## src/rtl/div32x32.sv

```systemverilog
// div32x32: sequential radix-2^BITS_PER_CYCLE restoring 32/32 unsigned divider with start/busy handshake.
// Define DIV32_DBZ_FLAG_EN to add the div_by_zero output.
module div32x32 #(
    parameter int BITS_PER_CYCLE = 1
) (
    input  logic        clk,
    input  logic        reset,
    input  logic        start,
    input  logic [31:0] a,
    input  logic [31:0] b,
    output logic        busy,
    output logic [31:0] quotient,
    output logic [31:0] remainder
`ifdef DIV32_DBZ_FLAG_EN
    ,
    output logic        div_by_zero
`endif
);
    localparam int N = 32 / BITS_PER_CYCLE;

    if (BITS_PER_CYCLE != 1 && BITS_PER_CYCLE != 2 && BITS_PER_CYCLE != 4) begin : g_bad_bpc
        $error("div32x32: BITS_PER_CYCLE must be 1, 2 or 4");
    end

    typedef enum logic {IDLE, RUN} state_t;

    state_t      state;
    logic [31:0] dvd, dvs, qacc, nd, nq;
    logic [32:0] rem, nr;
    logic [4:0]  cnt;

    // The 33-bit partial remainder keeps the compare exact; b=0 naturally yields all-ones/a.
    always_comb begin
        nr = rem;
        nd = dvd;
        nq = qacc;
        for (int k = 0; k < BITS_PER_CYCLE; k++) begin
            nr = {nr[31:0], nd[31]};
            nd = nd << 1;
            nq = {nq[30:0], nr >= {1'b0, dvs}};
            nr = nq[0] ? nr - {1'b0, dvs} : nr;
        end
    end

    always_ff @(posedge clk) begin
        if (reset) begin
            state     <= IDLE;
            busy      <= 1'b0;
            quotient  <= '0;
            remainder <= '0;
            cnt       <= '0;
            dvd       <= '0;
            dvs       <= '0;
            rem       <= '0;
            qacc      <= '0;
`ifdef DIV32_DBZ_FLAG_EN
            div_by_zero <= 1'b0;
`endif
        end else if (state == IDLE) begin
            if (start) begin
                state     <= RUN;
                busy      <= 1'b1;
                quotient  <= '0;
                remainder <= '0;
                cnt       <= '0;
                dvd       <= a;
                dvs       <= b;
                rem       <= '0;
                qacc      <= '0;
`ifdef DIV32_DBZ_FLAG_EN
                div_by_zero <= (b == 32'd0);
`endif
            end
        end else begin
            dvd  <= nd;
            rem  <= nr;
            qacc <= nq;
            cnt  <= cnt + 5'd1;
            if (cnt == 5'(N - 1)) begin
                state     <= IDLE;
                busy      <= 1'b0;
                quotient  <= nq;
                remainder <= nr[31:0];
                cnt       <= '0;
            end
        end
    end
endmodule

```

## config.mk

```make
export PLATFORM = sky130hd
export DESIGN_NAME = div32x32
export DESIGN_NICKNAME = d
export VERILOG_FILES = /design/src/rtl/div32x32.sv
export SDC_FILE = /design/constraint.sdc
export NUM_CORES = 1
export LEC_CHECK = 0
export CAP_MARGIN = 20
export CORE_UTILIZATION = 55
export CTS_CLUSTER_SIZE = 14
export DETAILED_ROUTE_END_ITERATION = 12
export GPL_TIMING_DRIVEN = 0
export HOLD_SLACK_MARGIN = 0.03
export PLACE_DENSITY = 0.81
export SLEW_MARGIN = 10
export SYNTH_ARGS = -nofsm -noshare
export SYNTH_HDL_FRONTEND = slang
export SYNTH_SLANG_ARGS = --single-unit
```

## constraint.sdc

```tcl
create_clock -name clk -period 3.6 [get_ports clk]
set_clock_uncertainty 0.2 [all_clocks]
set_input_delay 0.72 -clock clk [delete_from_list [all_inputs] [get_ports clk]]
set_output_delay 0.72 -clock clk [all_outputs]
set_load 0.1 [all_outputs]
```

==> flow_summary.json, run 1 <==
{
  "max_stage_delay_ns": 0.43,
  "vias": 8626,
  "p_leak_nw": 4.39,
  "setup_viol": 0,
  "initial_core_util_pct": 56.2,
  "grt_max_degree": 18,
  "area_delta_synth_final_pct": 24.0,
  "status": "complete, no violations",
  "maxCapViolations": 0,
  "fp.dieArea_um2": 17400,
  "vdd_drop_max_uv": 426,
  "pwr-share-comb_pct": 40.3,
  "fin_tns_setup_ns": 0,
  "total_power_mw": 7.23,
  "vias_per_cell": 5.68,
  "cts_inserted_buffers": 17,
  "track_usage_pct": 27.5,
  "synth_cell_types": 64,
  "fin_util_pct": 69.7,
  "io_pins": 132,
  "insertion_delay_ns": 0.44,
  "slew-limit-headroom_pct": 30.1,
  "cts_tree": "done",
  "h-tree-depth": 4,
  "power_density_nw_per_um2": 627,
  "multi_input_area_um2": 4930,
  "layout_commonest_cell": "dfxtp_1",
  "r2r_slack_ns": 0.07,
  "ctsHoldBuffers": 0,
  "routed_wl_um": 24200,
  "syn_area_per_cell_um2": 8.17,
  "n_antenna_cell": 0,
  "fp.dieH_um": 132,
  "path_common_cell": "buf_6",
  "p_clk_share_pct": 26.5,
  "synth_edf_count": 0,
  "grt_antenna_before_repair": 0,
  "synth_ff_type": "dfxtp_1",
  "drcViolationCount": 0,
  "synthArstFlopShare_pct": 0,
  "fmax_ghz": 0.283,
  "crit_chain": "inv_1, ha_1, a211oi_2, nor2_1, o311ai_4, a21oi_4, o31a_4, or2_1, buf_2, buf_6, buf_6, mux2i_1, o21ai_1",
  "grt_pass1_wl_um": 38500,
  "netlist_instances": 1137,
  "switchingPower_mw": 2.69,
  "fillers": 1341,
  "clkTransAtPathRegs_ns": 0.07,
  "synth_seq_cells": 198,
  "drive_above_1_share_pct": 4.46,
  "grt_pass1_vias": 7886,
  "chipWidth_um": 132,
  "drt_iter0_drc": 658,
  "min_period_ns": 3.53,
  "core-area_um2": 16500,
  "cts_root_buf": "clkbuf_16",
  "crit_type": "reg -> reg",
  "syn_nets": 1239,
  "yosysWarnings": 0,
  "final_nets": 1388,
  "grt_overflow": 0,
  "final_max_slew_viol_count": 0,
  "cts_buffer_depth": 2,
  "avgRoutedWirePerCell_um": 15.9,
  "hold_violations": 0,
  "switching_share_pct": 37.2,
  "fin_crit_sh_pct": 98.0,
  "required_ns": 3.72,
  "row_count": 47,
  "regArea_um2": 3960,
  "antenna_left": 0,
  "synth_top_area_share_pct": 42.6,
  "hpwl_um": 17800,
  "rsz0062_at_grt": "true",
  "path_delay_family": "compound AO/OA/AOI/OAI gates",
  "yosysSeqAreaShare_pct": 42.6,
  "cp_max_fo": 10,
  "hp-class": "reg -> reg",
  "slowest_stage": "o31a_4",
  "place.gp.congestion": 0.907,
  "cp_data_arrival_time_ns": 3.65,
  "synthTopCellsByArea": "dfxtp_1, a21oi_1, nor2_1",
  "cts_sinks": 198,
  "first_pass_iters": 5,
  "path_buf_inv": 4,
  "internal-power_mw": 4.54,
  "syn_area_um2": 9290,
  "io_buffers": 130,
  "synth.largest_area_cell": "dfxtp_1",
  "layout.cells.most_common_list": "dfxtp_1, nor2_1, nand2_1, clkdlybuf4s50_1, a21oi_1",
  "start_kind": "register",
  "worst_pin_slew_ns": 1.05,
  "p_seq_share_pct": 33.2,
  "critPathCaptureType": "register"
}
[worst register-to-register path, delay by kind of cell, from the launching register on]
kind,cells,cell delay (ns)
AO/OA/AOI/OAI,5,1.33
buffers and inverters,4,0.53
adder cells (fa/ha/maj),1,0.38
AND/OR/NAND/NOR,2,0.36
flip-flops,1,0.34
multiplexers,1,0.28
[registers in the layout (all words and copies together), names as in the netlist, 5 cells and up]
name / cells
cnt: 5
dvd: 32
dvs: 32
qacc: 31
quotient: 32
rem: 32
remainder: 32
[per-stage QoR]
stage / cell area, um^2 / cells / hold WS (ns) / setup WS (ns)
floorplan: 9290 / 1137 / 0.236 / 0.558
CTS: 11500 / 1519 / 0.251 / 0.0209
detailed placement: 10900 / 1487 / 0.241 / -0.0152
global placement: 10900 / 1487 / 0.236 / -0.00603
finish: 11500 / 1519 / 0.249 / 0.0720
global route: 11500 / 1519 / 0.268 / -0.0280
[routing by layer]
metal	up-vias	track usage, %	share of wire [%]
met1	4060	34.1	43
met3	44	6.19	6.3
li1	4253	-	-
met4	0	9.04	2.0
met5	-	0	0
met2	269	47.1	48
[repair_timing]
item | in CTS | in global routing
buffers inserted | 0 | 0
endpoints found under the setup margin | 12 | 45
gates resized for setup | 1 | 10
[layout make-up]
cell class | count | area share [%]
Clock buffer | 19 | 3.84
Timing Repair Buffer | 130 | 11.3
Buffer | 76 | 2.67
Sequential cell | 198 | 34.4
Multi-Input combinational cell | 822 | 42.8
Inverter | 41 | 1.34
Tap cell | 220 | 2.39
Clock inverter | 13 | 1.26
[final timing paths]
path                startpoint             to  cells after the start
setup / recovery        dvs[5]  remainder[25]                     13
hold / removal    remainder[6]   remainder[6]                      2
setup reg to reg        dvs[5]  remainder[25]                     13
hold reg to reg   remainder[6]   remainder[6]                      2
[power by group through the flow]
stage               clock [mW]  combinational [mW]  sequential [mW]
global placement             0                2.71             2.44
CTS                       1.93                2.78             2.39
detailed placement           0                2.76             2.44
finish                    1.92                2.91             2.40
floorplan                    0                2.12             2.42
global route              2.02                3.16             2.41
[logic make-up (layout without fill, tap and decap cells)]
kind of cell | after synthesis | after routing | share of synthesized area (%)
mux | 54 | 54 | 5.86
fa+ha+maj | 35 | 35 | 4.79
xor+xnor | 20 | 20 | 1.88
flops | 198 | 198 | 42.6
simple gates | 398 | 398 | 19.2
compound gates | 315 | 315 | 20.7
buf+inv | 117 | 279 | 4.97
[Yosys cell counts, types with 5 or more instances]
cell,instances
dfxtp_1,198
nor2_1,157
nand2_1,136
a21oi_1,127
clkbuf_1,61
o21ai_1,55
mux2i_1,51
inv_1,41
ha_1,34
nor3b_1,34
a22oi_1,32
o21ai_0,31
nor3_1,14
xnor2_1,13
a32oi_1,12
nand3_1,11
nand2b_1,10
nand4_1,10
buf_1,9
a21o_1,8
xor2_1,7
o21a_1,6
a31oi_1,5
and3_1,5
nor2b_1,5
o21bai_1,5
Power figures use the tool's default switching activity.
==> run 2: changes to the inputs <==
GPL_ROUTABILITY_DRIVEN = 0   (was not set)
==> flow_summary.json, run 2 (same netlist as run 1, synthesis figures left out) <==
{
  "start_kind": "register",
  "worst_pin_slew_ns": 1.04,
  "fp.dieH_um": 132,
  "chipWidth_um": 132,
  "grt_pass1_wl_um": 39200,
  "cts_buffer_depth": 2,
  "crit_chain": "ha_1, clkbuf_1, a21oi_1, o21bai_1, a21oi_1, o2111ai_1, or2_1, buf_2, buf_6, buf_6, mux2i_1, o21ai_1",
  "final_max_slew_viol_count": 0,
  "hp-class": "reg -> reg",
  "grt_max_degree": 20,
  "first_pass_iters": 7,
  "reg2regPathDepth": 12,
  "cts_tree": "done",
  "crit_type": "reg -> reg",
  "cts_root_buf": "clkbuf_16",
  "r2r_slack_ns": 0.08,
  "fin_tns_setup_ns": 0,
  "grt_antenna_before_repair": 0,
  "cp_max_fo": 10,
  "whs_path_depth": 2,
  "routed_wl_um": 24100,
  "hp-start": "remainder[8]",
  "hold_path_end": "remainder[8]",
  "p_leak_nw": 4.40,
  "slew-limit-headroom_pct": 30.3,
  "maxCapViolations": 0,
  "r2r_start": "rem[25]",
  "core-area_um2": 16500,
  "grt_pass1_vias": 8159,
  "setup_viol": 0,
  "placed_area_um2": 10900,
  "fmax_ghz": 0.284,
  "antenna_left": 0,
  "required_ns": 3.72,
  "insertion_delay_ns": 0.44,
  "vias": 8607,
  "row_count": 47,
  "design_area_um2": 11500,
  "drt_iter0_drc": 573,
  "io_pins": 132,
  "vdd_drop_max_uv": 411,
  "min_period_ns": 3.52,
  "layout_commonest_cell": "dfxtp_1",
  "avgRoutedWirePerCell_um": 15.8,
  "path_buf_inv": 4,
  "path_delay_family": "compound AO/OA/AOI/OAI gates",
  "io_buffers": 130,
  "n_antenna_cell": 0,
  "hold_violations": 0,
  "final_nets": 1389,
  "area_delta_synth_final_pct": 24.0,
  "status": "complete, no violations",
  "rsz0062_at_grt": "false",
  "max_stage_delay_ns": 0.78,
  "cts_inserted_buffers": 17,
  "hpwl_um": 17500,
  "drcViolationCount": 0,
  "whs_ns": 0.247,
  "power_density_nw_per_um2": 629,
  "ctsHoldBuffers": 0,
  "layout.cells.most_common_list": "dfxtp_1, nor2_1, nand2_1, clkdlybuf4s50_1, a21oi_1",
  "timing.rr.end": "remainder[25]",
  "fin_crit_sh_pct": 97.8,
  "initial_core_util_pct": 56.2,
  "track_usage_pct": 27.9,
  "slowest_stage": "o2111ai_1",
  "clkTransAtPathRegs_ns": 0.07,
  "vias_per_cell": 5.66,
  "grt_overflow": 0,
  "total_power_mw": 7.25,
  "drive_above_1_share_pct": 4.46,
  "fp.dieArea_um2": 17400,
  "cts_sinks": 198,
  "critPathCaptureType": "register",
  "h-tree-depth": 4,
  "cp_data_arrival_time_ns": 3.64,
  "fin_util_pct": 69.8
}
## run 2: metrics by stage
stage | setup slack [ns] | cells
3_3_place_gp | 0.0680 | 1487
3_5_place_dp | 0.0132 | 1487
6_report | 0.0792 | 1520
5_1_grt | 0.00934 | 1520
4_1_cts | 0.176 | 1520
2_1_floorplan | 0.558 | 1137
## run 2: what timing repair did
action,in CTS,in global routing
resized for setup,0,8
pin swaps,1,0
setup buffers,1,0
endpoints found under the setup margin,9,36
## run 2: area by class of cell
cell class | instances | area [um^2]
plain buffers | 76 | 309
clock buffers | 17 | 425
clock inverters | 15 | 186
fillers | 1389 | 5000
inverters | 41 | 154
multi-input cells | 822 | 4900
flip-flops and latches | 198 | 3960
well taps | 220 | 275
repair buffers | 131 | 1310
## run 2: power breakdown
group          total, mW  internal, mW  switching, mW
sequential          2.40          2.31         0.0903
combinational       2.87          1.17           1.69
clock               1.99          1.06          0.933
## run 2: per-layer routing
metal | global-route usage [%] | vias up | routed length (um)
li1 | - | 4254 | -
met1 | 33.2 | 4060 | 10200
met2 | 48.7 | 255 | 11900
met3 | 6.65 | 38 | 1530
met4 | 10.1 | 0 | 479
met5 | 0 | - | 0
## run 2: worst register-to-register path, cell delays in order, from the launching register on
cell	delay, ns
dfxtp_1	0.42
ha_1	0.18
clkbuf_1	0.32
a21oi_1	0.09
o21bai_1	0.14
a21oi_1	0.13
o2111ai_1	0.78
or2_1	0.19
buf_2	0.15
buf_6	0.18
buf_6	0.20
mux2i_1	0.31
o21ai_1	0.11
## run 2: how the worst max path moves through the flow
stage	from	to	cells after the start
6_report	rem[25]	remainder[25]	12
5_1_grt	dvs[14]	remainder[23]	13
4_1_cts	dvs[12]	remainder[25]	13
3_5_place_dp	dvs[21]	remainder[25]	14
3_3_place_gp	dvs[21]	remainder[25]	14
2_1_floorplan	dvs[14]	remainder[14]	13
